File: src/rtl/pushshift_pkg.sv
// ============================================================================
// Module  : pushshift_pkg
// Brief   : Default geometry constants and the count-width helper for the
//           push/shift chain.
// Revision: 1.0 - initial release
// ============================================================================
`default_nettype none

package pushshift_pkg;

  localparam int c_DEFAULT_DW   = 4;
  localparam int c_DEFAULT_AW   = 4;
  localparam int c_DEFAULT_TAPS = 6;

  // Width needed to hold a stage count from 0 up to and including taps.
  function automatic int countWidth(input int taps);
    return $clog2(taps + 1);
  endfunction

endpackage

`default_nettype wire

File: src/rtl/pushshift_chainmod_if.sv
// ============================================================================
// Module  : pushshift_chainmod_if
// Brief   : Push-side controls and chain-side status of the push/shift chain.
// Revision: 1.0 - initial release
// ============================================================================
`default_nettype none

interface pushshift_chainmod_if
  import pushshift_pkg::*;
#(
  parameter int DW   = c_DEFAULT_DW,
  parameter int AW   = c_DEFAULT_AW,
  parameter int TAPS = c_DEFAULT_TAPS
);

  logic                        iEn;
  logic                        iClr;
  logic                        iMode;
  logic [AW-1:0]               iAddr;
  logic [DW-1:0]               iData;
  logic [DW*TAPS-1:0]          oData;
  logic [TAPS-1:0]             oValid;
  logic [countWidth(TAPS)-1:0] oCount;
  logic                        oFull;

  modport master (
    output iEn, iClr, iMode, iAddr, iData,
    input  oData, oValid, oCount, oFull
  );

  modport slave (
    input  iEn, iClr, iMode, iAddr, iData,
    output oData, oValid, oCount, oFull
  );

endinterface

`default_nettype wire

File: src/rtl/pushshift_ram.sv
// ============================================================================
// Module  : pushshift_ram
// Brief   : Single-port DW x 2**AW RAM, read-before-write, never reset.
// Revision: 1.0 - initial release
// ============================================================================
`default_nettype none

module pushshift_ram
  import pushshift_pkg::*;
#(
  parameter int DW = c_DEFAULT_DW,
  parameter int AW = c_DEFAULT_AW
) (
  input  wire logic          CLOCK,
  input  wire logic          wrEn,
  input  wire logic [AW-1:0] addr,
  input  wire logic [DW-1:0] wrData,
  output logic      [DW-1:0] rdData
);

  logic [DW-1:0] r_mem [2**AW];

  always_ff @(posedge CLOCK) begin
    if (wrEn) begin
      r_mem[addr] <= wrData;
    end
  end

  // Asynchronous read presents the pre-write word during the writing cycle.
  assign rdData = r_mem[addr];

endmodule

`default_nettype wire

File: src/rtl/pushshift_chainmod.sv
// ============================================================================
// Module  : pushshift_chainmod
// Brief   : Each push reads a RAM word into stage 0 of a TAPS-deep shift chain.
//           Build macro PUSHSHIFT_BYPASS_EN: mode-0 pushes load iData instead.
// Revision: 1.0 - initial release
// ============================================================================
`default_nettype none

module pushshift_chainmod
  import pushshift_pkg::*;
#(
  parameter int DW   = c_DEFAULT_DW,
  parameter int AW   = c_DEFAULT_AW,
  parameter int TAPS = c_DEFAULT_TAPS
) (
  input  wire logic             CLOCK,
  input  wire logic             RESET,
  pushshift_chainmod_if.slave   bus
);

  localparam int              CW     = countWidth(TAPS);
  localparam logic [CW-1:0]   c_FULL = CW'(TAPS);

  logic               w_ramWrEn;
  logic [DW-1:0]      w_ramQ;
  logic [DW-1:0]      w_stageIn;
  logic [DW*TAPS-1:0] r_data;
  logic [TAPS-1:0]    r_valid;
  logic [CW-1:0]      r_count;
  logic               r_full;

  assign w_ramWrEn = bus.iEn & ~bus.iClr & ~bus.iMode;

  pushshift_ram #(
    .DW (DW),
    .AW (AW)
  ) u_ram (
    .CLOCK  (CLOCK),
    .wrEn   (w_ramWrEn),
    .addr   (bus.iAddr),
    .wrData (bus.iData),
    .rdData (w_ramQ)
  );

`ifdef PUSHSHIFT_BYPASS_EN
  assign w_stageIn = bus.iMode ? w_ramQ : bus.iData;
`else
  assign w_stageIn = w_ramQ;
`endif

  always_ff @(posedge CLOCK or negedge RESET) begin
    if (!RESET) begin
      r_data  <= '0;
      r_valid <= '0;
      r_count <= '0;
      r_full  <= 1'b0;
    end else if (bus.iClr) begin
      r_data  <= '0;
      r_valid <= '0;
      r_count <= '0;
      r_full  <= 1'b0;
    end else if (bus.iEn) begin
      r_data  <= {r_data[DW*(TAPS-1)-1:0], w_stageIn};
      r_valid <= {r_valid[TAPS-2:0], 1'b1};
      if (r_count != c_FULL) begin
        r_count <= r_count + CW'(1);
      end
      // Full once this push brings the count to TAPS, and stays full.
      r_full  <= (r_count >= c_FULL - CW'(1));
    end
  end

  assign bus.oData  = r_data;
  assign bus.oValid = r_valid;
  assign bus.oCount = r_count;
  assign bus.oFull  = r_full;

endmodule

`default_nettype wire

File: src/flat_wrapper.sv
// flat-port wrapper written by rule: the top's interface ports become plain ports
module pushshift_chainmod_flat import pushshift_pkg::*;
#(
  parameter int DW   = c_DEFAULT_DW,
  parameter int AW   = c_DEFAULT_AW,
  parameter int TAPS = c_DEFAULT_TAPS
)
  (CLOCK, RESET, bus_iEn, bus_iClr, bus_iMode, bus_iAddr, bus_iData, bus_oData, bus_oValid, bus_oCount, bus_oFull);
  pushshift_chainmod_if #(.DW(DW), .AW(AW), .TAPS(TAPS)) bus_i ();
  input  wire logic CLOCK;
  input  wire logic RESET;
  input wire logic [$bits(bus_i.iEn)-1:0] bus_iEn;
  input wire logic [$bits(bus_i.iClr)-1:0] bus_iClr;
  input wire logic [$bits(bus_i.iMode)-1:0] bus_iMode;
  input wire logic [$bits(bus_i.iAddr)-1:0] bus_iAddr;
  input wire logic [$bits(bus_i.iData)-1:0] bus_iData;
  output wire logic [$bits(bus_i.oData)-1:0] bus_oData;
  output wire logic [$bits(bus_i.oValid)-1:0] bus_oValid;
  output wire logic [$bits(bus_i.oCount)-1:0] bus_oCount;
  output wire logic [$bits(bus_i.oFull)-1:0] bus_oFull;
  assign bus_i.iEn = bus_iEn;
  assign bus_i.iClr = bus_iClr;
  assign bus_i.iMode = bus_iMode;
  assign bus_i.iAddr = bus_iAddr;
  assign bus_i.iData = bus_iData;
  assign bus_oData = bus_i.oData;
  assign bus_oValid = bus_i.oValid;
  assign bus_oCount = bus_i.oCount;
  assign bus_oFull = bus_i.oFull;
  pushshift_chainmod #(.DW(DW), .AW(AW), .TAPS(TAPS)) u_core (.CLOCK(CLOCK), .RESET(RESET), .bus(bus_i));
endmodule
File: config.mk
export PLATFORM = sky130hd
export DESIGN_NAME = pushshift_chainmod_flat
export DESIGN_NICKNAME = d
export VERILOG_FILES = /design/src/rtl/pushshift_pkg.sv /design/src/rtl/pushshift_chainmod_if.sv /design/src/rtl/pushshift_ram.sv /design/src/rtl/pushshift_chainmod.sv /design/src/flat_wrapper.sv
export SDC_FILE = /design/constraint.sdc
export NUM_CORES = 1
export LEC_CHECK = 0
export CORE_MARGIN = 2
export CORE_UTILIZATION = 45
export CTS_CLUSTER_SIZE = 24
export DETAILED_ROUTE_END_ITERATION = 6
export PLACE_DENSITY = 0.69
export SYNTH_ARGS = -nofsm -noshare
export SYNTH_HDL_FRONTEND = slang
export SYNTH_SLANG_ARGS = --single-unit
File: constraint.sdc
create_clock -name CLOCK -period 1.35 [get_ports CLOCK]
set_input_delay 0.27 -clock CLOCK [delete_from_list [all_inputs] [get_ports CLOCK]]
set_output_delay 0.27 -clock CLOCK [all_outputs]
set_load 0.01 [all_outputs]
* After elaboration in Yosys (flattened, before gate mapping) *
Memory sizes are Yosys's and may differ from the RTL's.
Index checks and enable logic that the tools add are counted.

word-level totals
  word-level logic and storage cells = 26
  output and inout port bits = 34
  bits in writable memories = 64
  memories = 1
  register bits = 34

cells by class
  equal/unequal tests = 1
  $lt $le $gt $ge = 1
  bitwise gates (word level) = 4
  reduce and logical (&&, ||, !) cells = 3
  multiplexer cells = 11
  add/sub/neg operators = 1

memories
  memory              words  width  rd ports  clocked after Yosys merged registers in  write ports  RTL line             source
  u_core.u_ram.r_mem  16     4      1         0                                        1            pushshift_ram.sv:21  logic [DW-1:0] r_mem [2**AW];

operator list
  operator               number
  $mux W24               2
  $mux W6                2
  $mux W3                3
  $mux W1                4
  $reduce_bool A2 Y1     2
  $add A3 B1 Y3 const B  1
  $ge A3 B3 Y1 const B   1
  $ne A3 B3 Y1 const B   1
  $and A1 B1 Y1          2
  $not A1 Y1             2
  $reduce_and A2 Y1      1

* Logic depth before layout (Yosys ltp) *
Gate-level depths: netlist of the first run.

  depth in word-level cells = 5
  mapped depth = 6
  depth with buffers taken out = 5

* Hierarchy *
Synthesis of the first run repeated with hierarchy kept, for this count alone.

unflattened totals
  cell total of the unflattened synthesis = 250
  area, all modules = 4,060.1 um2

by module, submodules not included
  module              cells each  area an instance (um2)  times used
  pushshift_ram       129         2,578.7                 1
  pushshift_chainmod  121         1,481.4                 1

* Worst setup path after synthesis of the first run *
No wires, ideal clock.

  path type = input port to flip-flop
  start = in bus_iAddr[1]
  end = mem u_core.u_ram.r_mem[12][0] in the netlist's numbering (enable)
  data arrival time = 1.310 ns
  setup slack = -0.290 ns
  setup time = 0.329 ns
  required time = 1.021 ns
  stages = 4
  cell sequence = buf_6 > buf_12 > or4_4 > nor2_1

RTL lines
  item         RTL line             source
  from (decl)  flat_wrapper.sv:15   input wire logic [$bits(bus_i.iAddr)-1:0] bus_iAddr;
  to (decl)    pushshift_ram.sv:21

No word-level cell before the write port.

* Worst setup path in the final report of the first run *
  start = mem u_core.u_ram.r_mem[8][1] in the netlist's numbering
  end = reg u_core.r_data[1] (netlist: u_core.bus.oData[1])

between the ends
  cells in the longest elaborated chain, start to end = 3

RTL lines
  item                  RTL line                  source
  $mem_v2 Z16 W4        n/a
  $mux W24              pushshift_chainmod.sv:62  end else if (bus.iEn) begin
  $mux W24              pushshift_chainmod.sv:57  end else if (bus.iClr) begin
  to (signal assigned)  pushshift_chainmod.sv:63  r_data <= {r_data[DW*(TAPS-1)-1:0], w_stageIn};
  to (decl)             pushshift_chainmod.sv:27  logic [DW*TAPS-1:0] r_data;

Every way passes these cells. The select of a mux whose other input is x is not followed.
A chain may end at the register's enable or synchronous reset.

==> results by group, run 1 <==
Die
  – Die extent in y: 98.5 um
  – Io pins: 47
  – Die width: 98.5 um
  – Core area: 8680 um^2
  – Die ar.: 9710 um^2
  – Row count: 34
  – Initial core utilization: 0.464

Power and ir drop
  – Tot Pwr: 5570 uW
  – Peak VDD IR: 0.487 mV
  – P per Cell Area: 1070 nW/um^2
  – Total leakage power: 0.00221 uW

GRT
  – Initial antenna violation count: 0
  – Largest net degree at the start of global routing: 35
  – Grt ovf: 0
  – Vias in the first global route: 2419
  – All-Layer GR Usage: 0.173
  – First-pass GRT wire length: 12700 um

Layout
  – Layout cell share with drive strength beyond 1: 0.275
  – Non-Filler Cell Area, Final: 5220 um^2
  – Nets: 375
  – Fillers: 692
  – Antenna cells: 0
  – Layout overhead on the synthesized area: 29.8%

Route
  – Antenna Nets Post-Route: 0
  – DRC errors left: 0
  – Initial DRT Pass Iterations: 4
  – Routed vias/inst: 5.26
  – WL final: 8240 um
  – Routed WL per cell: 17.5 um
  – First DRT Iteration DRCs: 104
  – Vias: 2485

Setup path
  – Reg2reg setup slack: 0.03 ns
  – Reg-to-Reg End: u_core.bus.oData[1]$_DFFE_PN0P_
  – Slowest stage delay, CP: 0.51 ns
  – Reg2Reg Depth: 3
  – Crit path required time: 1.59 ns
  – Startpoint types: register
  – Endpoint class of the critical path: register
  – Crit-path cells: mux4_2, mux2i_2, o21ai_1
  – Worst-path maximum fanout: 1
  – Worst r2r src: u_core.u_ram.r_mem[8][1]$_DFFE_PP_
  – Critical path's slowest cell: mux4_2
  – Worst Path Arrival: 1.57 ns
  – WS Path Type: register to register

Clock tree
  – CTS tree: done
  – CTS Buf Count: 9
  – Hold-fix buffers at CTS: 0
  – CTS Sinks: 98
  – Clock root cell: clkbuf_8
  – Clock Latency Late Sink: 0.36 ns
  – Worst-path clk slew: 0.09 ns
  – Htree depth: 3
  – Clock Tree Buf Depth: 2

Timing
  – Slew @ Worst Pin: 0.339 ns
  – Final Max Slew Viols: 0
  – Fmax: 755 MHz
  – Setup TNS: 0 ns
  – Setup violations, final: 0
  – Post-route minimum period: 1.32 ns
  – Tcrit/Tclk final: 0.981
  – Final Hold Viols: 0
  – Worst clock skew: 0.00499 ns
  – Slew headroom: 0.774

Flow run
  – Max Cap Violations: 0

Yosys
  – Post-synthesis mux area share: 0.163
  – FF+latch count, synth: 98
  – Post-Synthesis Cells: 260
  – Synth Area in Adders: 0.00933
  – Main combinational cell family by area after synthesis: multiplexers
  – Synth Net Count: 276
  – Synth Area in Compound Gates: 0.0342
  – Post-Syn Area: 4020 um^2
  – Simple-gate portion of the synthesized area: 0.0781
  – Mapped Avg Cell Area: 15.5 um^2
  – Seq/Total Area, Yosys: 0.689
  – Post-synthesis xor/xnor area fraction: 0.00218
  – Post-synthesis cell type count: 33
  – Synth Warn #: 0

Placed design
  – Placed inst area: 4820 um^2
  – Port Buf Inserts: 46
  – Routability cong.: 0.812
  – Post-DP HPWL: 5410 um

Run status
  – Outcome: complete, no violations

Min path
  – Hold Path Class: input port to async pin
## cells in the final DEF, fill, tap and decap left out, types with 5 or more instances in the layout
master | synthesis | routed
edfxtp_1 | 64 | 64
dfrtp_1 | 34 | 32
dlygate4sd2_1 | 0 | 16
clkdlybuf4s15_1 | 0 | 22
mux2i_1 | 45 | 44
clkdlybuf4s50_1 | 0 | 5
clkbuf_8 | 0 | 9
nand2_1 | 5 | 5
buf_4 | 1 | 50
nor2_1 | 44 | 37
a21oi_1 | 6 | 6
## per-layer routing
metal | wire length (um) | vias up | GRT usage
met5 | 0 | - | 0
met4 | 113 | 0 | 0.0632
met3 | 462 | 11 | 0.0383
met2 | 4000 | 71 | 0.286
met1 | 3660 | 1235 | 0.226
li1 | - | 1168 | -
## cells by family (layout without fill, tap and decap cells)
kind of cell	after synthesis	in the layout
buf+inv	16	120
mux	53	53
xor+xnor	1	1
flops	98	98
compound gates	21	21
fa+ha+maj	3	3
simple gates	68	68
## worst max-delay path by stage
stage	start	endpoint	slack, ns	depth (start not counted)
global route	u_core.bus.oData[11]$_DFFE_PN0P_	bus_oData[11]	-0.009	1
CTS	bus_iAddr[3]	u_core.bus.oData[0]$_DFFE_PN0P_	-0.0007	6
floorplan	bus_iAddr[1]	u_core.u_ram.r_mem[12][0]$_DFFE_PP_	-0.25	4
global placement	bus_iAddr[1]	u_core.bus.oData[0]$_DFFE_PN0P_	-0.74	7
finish	u_core.u_ram.r_mem[8][1]$_DFFE_PP_	u_core.bus.oData[1]$_DFFE_PN0P_	0.03	3
detailed placement	bus_iAddr[1]	u_core.bus.oData[0]$_DFFE_PN0P_	-0.75	7
## repair_timing
| action | 4_1_cts | 5_1_grt |
|---|---|---|
| buffers inserted | 9 | 13 |
| gates cloned | 0 | 1 |
| pin swaps | 4 | 4 |
| gates resized for setup | 61 | 32 |
| endpoints found under the setup margin | 102 | 58 |
## Yosys cell counts (all sizes together)
cell type,n,area (um^2)
nor2b,1,6.26
ha,3,37.5
a21oi,6,30.0
a22oi,4,30.0
a21boi,1,7.51
mux4,8,206
and2,1,6.26
nor3,5,30.0
edfxtp,64,1920
inv,2,7.51
xnor2,1,8.76
nand3,1,5.00
nand2b,4,25.0
buf,9,68.8
o211ai,1,7.51
a32oi,4,35.0
and2b,1,7.51
a211oi,1,7.51
clkbuf,5,18.8
and4b,1,10.0
nor2,44,165
mux2i,45,450
nand3b,3,22.5
nand2,5,18.8
or4,1,11.3
or2,1,6.26
o21ai,4,20.0
dfrtp,34,851
## metrics by stage
step | util | std cells | worst slack [ns] | hold WS (ns)
after floorplan | - | 260 | -0.246 | -0.0256
after detailed placement | 0.555 | 433 | -0.751 | 0.509
after global placement | 0.555 | 433 | -0.745 | 0.503
after CTS | 0.584 | 458 | -0.000675 | 0.270
after global routing | 0.601 | 472 | -0.00855 | 0.286
final | 0.601 | 472 | 0.0256 | 0.270
## critical path: cells and delay by family, from the launching register on
kind,cells,cell delay [ns]
compound gates,1,0.09
flops,1,0.41
mux,2,0.71
## power breakdown
part / leakage [uW] / internal [uW] / switching, uW
clock network: 0.0000884 / 701 / 1060
registers: 0.00104 / 3240 / 27.4
logic: 0.00108 / 259 / 276
total: 0.00221 / 4200 / 1360
## flip-flops by register name (all words and copies together) (netlist names)
signal / count
u_core.u_ram.r_mem: 64
u_core.bus.oFull: 1
u_core.bus.oData: 24
u_core.bus.oCount: 3
u_core.bus.oValid: 6
## layout make-up
cell class              instances  area, um^2  area share
repair buffers                102         887       0.170
multi-input cells             146        1230       0.236
inverters                       2        7.51     0.00144
flip-flops and latches         98        2780       0.532
clock buffers                   9         124      0.0237
well taps                     108         135      0.0259
clock inverters                 7        61.3      0.0117
Power figures use the tool's default switching activity.
==> run 2, diff against run 1 <==
- CAP_MARGIN: default -> 40
- CORE_UTILIZATION: 45 -> 55
- GPL_TIMING_DRIVEN: default -> 0
- PLACE_DENSITY: 0.69 -> 0.82
==> results by group, run 2 (same netlist as run 1, synthesis figures left out) <==
Run status
  – Outcome: complete, no violations

Setup path
  – Cell depth of the worst setup path: 5
  – Endpoint class of the critical path: register
  – Worst Path Arrival: 1.41 ns
  – Crit path required time: 1.41 ns
  – Critical path's slowest cell: or4_4
  – Reg2reg setup slack: 0.03 ns
  – Crit-path cells: buf_8, nand2b_4, or4_4, buf_4, nor2_4
  – Crit path from: bus_iClr
  – Worst r2r src: u_core.bus.oCount[0]$_DFFE_PN0P_
  – Worst-path maximum fanout: 6
  – Startpoint types: input port
  – Top delay family on crit path: simple AND/OR/NAND/NOR gates
  – Reg2Reg Depth: 6
  – CP endpoint: u_core.u_ram.r_mem[4][0]$_DFFE_PP_
  – WS Path Type: input port to register
  – Crit path buf inv count: 2
  – Slowest stage delay, CP: 0.58 ns
  – Reg-to-Reg End: u_core.bus.oCount[0]$_DFFE_PN0P_

Route
  – Vias: 2491
  – Antenna Nets Post-Route: 0
  – Initial DRT Pass Iterations: 4
  – Routed vias/inst: 5.40
  – First DRT Iteration DRCs: 195
  – DRC errors left: 0
  – WL final: 7910 um
  – Routed WL per cell: 17.1 um

Timing
  – Tcrit/Tclk final: 0.999
  – Fmax: 742 MHz
  – Slew headroom: 0.496
  – Post-route minimum period: 1.35 ns
  – Final Hold Viols: 0
  – Final Max Slew Viols: 0
  – RSZ-0062 raised after global routing: true
  – Slew @ Worst Pin: 0.756 ns
  – Worst clock skew: 0.00631 ns
  – Setup violations, final: 0
  – Worst Slack Setup Final: 0.00150 ns

Clock tree
  – Clock Tree Buf Depth: 2
  – Worst-path clk slew: 0.10 ns
  – CTS Buf Count: 9
  – Clock Latency Late Sink: 0.35 ns
  – CTS Sinks: 98
  – CTS tree: done
  – Htree depth: 3
  – Clock root cell: clkbuf_8

Layout
  – Layout overhead on the synthesized area: 30.5%
  – Fillers: 462
  – Nets: 373
  – Max reg flops: 64
  – Biggest register: u_core.u_ram.r_mem
  – Leading cell type in the layout, fill and taps excluded: edfxtp_1
  – Layout cell share with drive strength beyond 1: 0.279
  – Antenna cells: 0
  – Leading cell types in the layout, fill and taps excluded: edfxtp_1 (64), buf_4 (43), mux2i_1 (42)

Placed design
  – DP Worst Slack: -0.943 ns
  – Post-DP HPWL: 4990 um
  – Port Buf Inserts: 42
  – Routability cong.: 0.760

Die
  – Core area: 7180 um^2
  – Die width: 89.5 um
  – Initial core utilization: 0.561
  – Row count: 31
  – Die extent in y: 89.5 um
  – Io pins: 47
  – Die ar.: 8010 um^2

Min path
  – Hold Path Class: input port to register

Flow run
  – Max Cap Violations: 0

GRT
  – Largest net degree at the start of global routing: 35
  – Grt ovf: 0
  – Initial antenna violation count: 0
  – All-Layer GR Usage: 0.203
  – First-pass GRT wire length: 11700 um
  – Vias in the first global route: 2351

Power and ir drop
  – P per Cell Area: 1130 nW/um^2
  – Total leakage power: 0.00222 uW
  – Tot Pwr: 5950 uW
  – Peak VDD IR: 1.17 mV
run 2: cell types whose count changed in the layout (fill, tap and decap cells not counted), moves of 3 or more:
cell,previous run,this run
buf_4,50,43
clkdlybuf4s15_1,22,15
nor2_1,37,31
dlygate4sd2_1,16,21
nor2_2,3,8
clkbuf_1,0,3
nor3_4,1,4
run 2: metal layers:
metal | vias up | track usage | wire (um)
met5 | - | 0 | 0
met1 | 1231 | 0.259 | 3270
met2 | 92 | 0.337 | 4040
met4 | 0 | 0.0706 | 54
met3 | 7 | 0.0582 | 538
li1 | 1161 | - | -
run 2: cell type report:
class | count | area, um^2 | area share
Timing Repair Buffer | 86 | 734 | 0.140
Multi-Input combinational cell | 146 | 1270 | 0.242
Clock buffer | 9 | 124 | 0.0236
Buffer | 14 | 110 | 0.0210
Clock inverter | 7 | 109 | 0.0207
Sequential cell | 98 | 2770 | 0.528
Tap cell | 99 | 124 | 0.0236
Inverter | 2 | 7.51 | 0.00143
run 2: worst min path at each step:
stage / slack, ns / end / startpoint / cells past startpoint
floorplan: -0.03 / u_core.bus.oCount[0]$_DFFE_PN0P_ / RESET / 0
global placement: 0.50 / u_core.bus.oData[21]$_DFFE_PN0P_ / u_core.bus.oData[21]$_DFFE_PN0P_ / 2
detailed placement: 0.37 / u_core.bus.oData[20]$_DFFE_PN0P_ / RESET / 1
CTS: 0.34 / u_core.bus.oCount[2]$_DFFE_PN0P_ / bus_iEn / 3
global route: 0.34 / u_core.bus.oCount[2]$_DFFE_PN0P_ / bus_iEn / 3
finish: 0.34 / u_core.bus.oCount[2]$_DFFE_PN0P_ / bus_iEn / 3
run 2: what timing repair did:
action                                  CTS  global route
gates resized for setup                  67            33
pin swaps                                 8             6
endpoints found under the hold margin    34             0
hold buffers                              1             0
buffers inserted                         18            25
endpoints found under the setup margin  104            46
run 2: tightest hold or removal path, delay by kind of cell:
family,cells,cell delay (ns)
buf+inv,1,0.16
simple gates,2,0.23
run 2: where the power goes:
group          switching [uW]  internal [uW]
clock                    1060           1080
combinational             287            250
sequential               23.2           3240
run 2: through the flow:
stage / cells / utilization / cell area, um^2 / hold slack [ns] / setup TNS, ns
6_report: 461 / 0.732 / 5250 / 0.342 / 0
3_5_place_dp: 401 / 0.640 / 4590 / 0.374 / -54.31
2_1_floorplan: 260 / - / 4050 / -0.0256 / -7.21
5_1_grt: 461 / 0.732 / 5250 / 0.341 / -0.112
4_1_cts: 436 / 0.699 / 5020 / 0.342 / 0
3_3_place_gp: 401 / 0.640 / 4590 / 0.502 / -72.86
==> run 3, diff against run 2 <==
- CORE_ASPECT_RATIO: default -> 2
==> results by group, run 3 (same netlist as run 1, synthesis figures left out) <==
Run status
  – Outcome: complete, no violations

Route
  – Routed WL per cell: 19.0 um
  – Initial DRT Pass Iterations: 5
  – WL final: 8060 um
  – Antenna Nets Post-Route: 0
  – Vias: 2343
  – Routed vias/inst: 5.53
  – First DRT Iteration DRCs: 129
  – DRC errors left: 0

Layout
  – Fin util: 0.699
  – Nets: 343
  – Layout cell share with drive strength beyond 1: 0.220
  – Max reg flops: 64
  – Leading cell type in the layout, fill and taps excluded: edfxtp_1
  – Layout overhead on the synthesized area: 24.4%
  – Biggest register: u_core.u_ram.r_mem
  – Leading cell types in the layout, fill and taps excluded: edfxtp_1 (64), mux2i_1 (44), dfrtp_1 (34)
  – Antenna cells: 0

Die
  – Row count: 44
  – Initial core utilization: 0.562
  – Io pins: 47
  – Core area: 7160 um^2
  – Die ar.: 8060 um^2
  – Die width: 64.5 um
  – Die extent in y: 125 um

Setup path
  – Endpoint class of the critical path: register
  – Worst r2r src: u_core.u_ram.r_mem[1][1]$_DFFE_PP_
  – Reg-to-Reg End: u_core.bus.oData[1]$_DFFE_PN0P_
  – Crit path from: u_core.u_ram.r_mem[1][1]$_DFFE_PP_
  – Reg2reg setup slack: 0.007 ns
  – Reg2Reg Depth: 3
  – CP endpoint: u_core.bus.oData[1]$_DFFE_PN0P_
  – Worst-path maximum fanout: 1
  – Startpoint types: register
  – Crit path required time: 1.56 ns
  – WS Path Type: register to register
  – Worst Path Arrival: 1.55 ns

Clock tree
  – Htree depth: 3
  – Clock root cell: clkbuf_16
  – CTS tree: done
  – Clock Latency Late Sink: 0.34 ns
  – CTS Sinks: 98
  – Clock Tree Buf Depth: 2
  – Worst-path clk slew: 0.06 ns
  – CTS Buf Count: 9

GRT
  – Largest net degree at the start of global routing: 35
  – All-Layer GR Usage: 0.219
  – First-pass GRT wire length: 12900 um
  – Initial antenna violation count: 0
  – Grt ovf: 0
  – Vias in the first global route: 2440

Timing
  – Tcrit/Tclk final: 0.995
  – Slew headroom: 0.515
  – RSZ-0062 raised after global routing: true
  – Setup TNS: 0 ns
  – Worst clock skew: 0.00802 ns
  – Post-route minimum period: 1.34 ns
  – Slew @ Worst Pin: 0.728 ns
  – Fmax: 744 MHz
  – Setup violations, final: 0
  – Final Max Slew Viols: 0
  – Final Hold Viols: 0

Power and ir drop
  – P per Cell Area: 1200 nW/um^2
  – Total leakage power: 0.00212 uW
  – Peak VDD IR: 1.15 mV

Placed design
  – Port Buf Inserts: 42
  – Post-DP HPWL: 5410 um
  – Routability cong.: 0.822

Min path
  – Hold Path Class: input port to register

Flow run
  – Max Cap Violations: 0
[run 3: worst max-delay path: stages, from the launching register on]
cell and delay (ns):
edfxtp_1 0.36, mux4_1 0.53, mux2i_2 0.21, o21ai_0 0.11
[run 3: final cells by class]
| class | count | area, um^2 |
|---|---|---|
| inverters | 2 | 7.51 |
| clock buffers | 9 | 225 |
| clock inverters | 7 | 36.3 |
| multi-input cells | 146 | 1260 |
| flip-flops and latches | 98 | 2770 |
| fillers | 483 | 2150 |
| plain buffers | 14 | 110 |
| repair buffers | 56 | 473 |
| well taps | 92 | 115 |
[run 3: routing by layer]
metal,global-route usage,vias to the layer above,share of wire
met4,0.0876,0,0.013
met2,0.373,52,0.55
met1,0.273,1184,0.40
met3,0.0423,7,0.034
met5,0,-,0
li1,-,1100,-
[run 3: power breakdown]
group | internal [uW] | switching, uW | total [uW]
combinational | 208 | 274 | 482
sequential | 3250 | 27.2 | 3280
clock | 1220 | 1010 | 2230
[run 3: worst min-delay path by stage]
| stage | startpoint | endpoint | slack [ns] | depth (start not counted) |
|---|---|---|---|---|
| detailed placement | RESET | u_core.bus.oData[21]$_DFFE_PN0P_ | 0.36 | 1 |
| finish | bus_iEn | u_core.bus.oCount[2]$_DFFE_PN0P_ | 0.32 | 3 |
| CTS | bus_iEn | u_core.bus.oCount[2]$_DFFE_PN0P_ | 0.32 | 3 |
| floorplan | RESET | u_core.bus.oCount[0]$_DFFE_PN0P_ | -0.03 | 0 |
| global route | bus_iEn | u_core.bus.oCount[2]$_DFFE_PN0P_ | 0.34 | 3 |
| global placement | u_core.bus.oValid[5]$_DFFE_PN0P_ | u_core.bus.oValid[5]$_DFFE_PN0P_ | 0.51 | 2 |
[run 3: repair_timing]
action / 4_1_cts / 5_1_grt
hold buffers: 1 / 0
resized for setup: 78 / 10
endpoints found under the setup margin: 104 / 42
hold endpoints to repair: 9 / 0
buffers inserted: 10 / 3
pin swaps: 5 / 5
[run 3: per-stage QoR]
step	total power (uW)	std cells	hold slack, ns	area, um^2	worst slack [ns]
2_1_floorplan	3570	260	-0.0256	4050	-0.246
3_3_place_gp	3750	394	0.505	4590	-0.860
3_5_place_dp	3770	394	0.365	4580	-1.00
4_1_cts	6010	421	0.315	5000	-0.0200
5_1_grt	6190	424	0.339	5000	-0.0351
6_report	5990	424	0.319	5000	0.00676
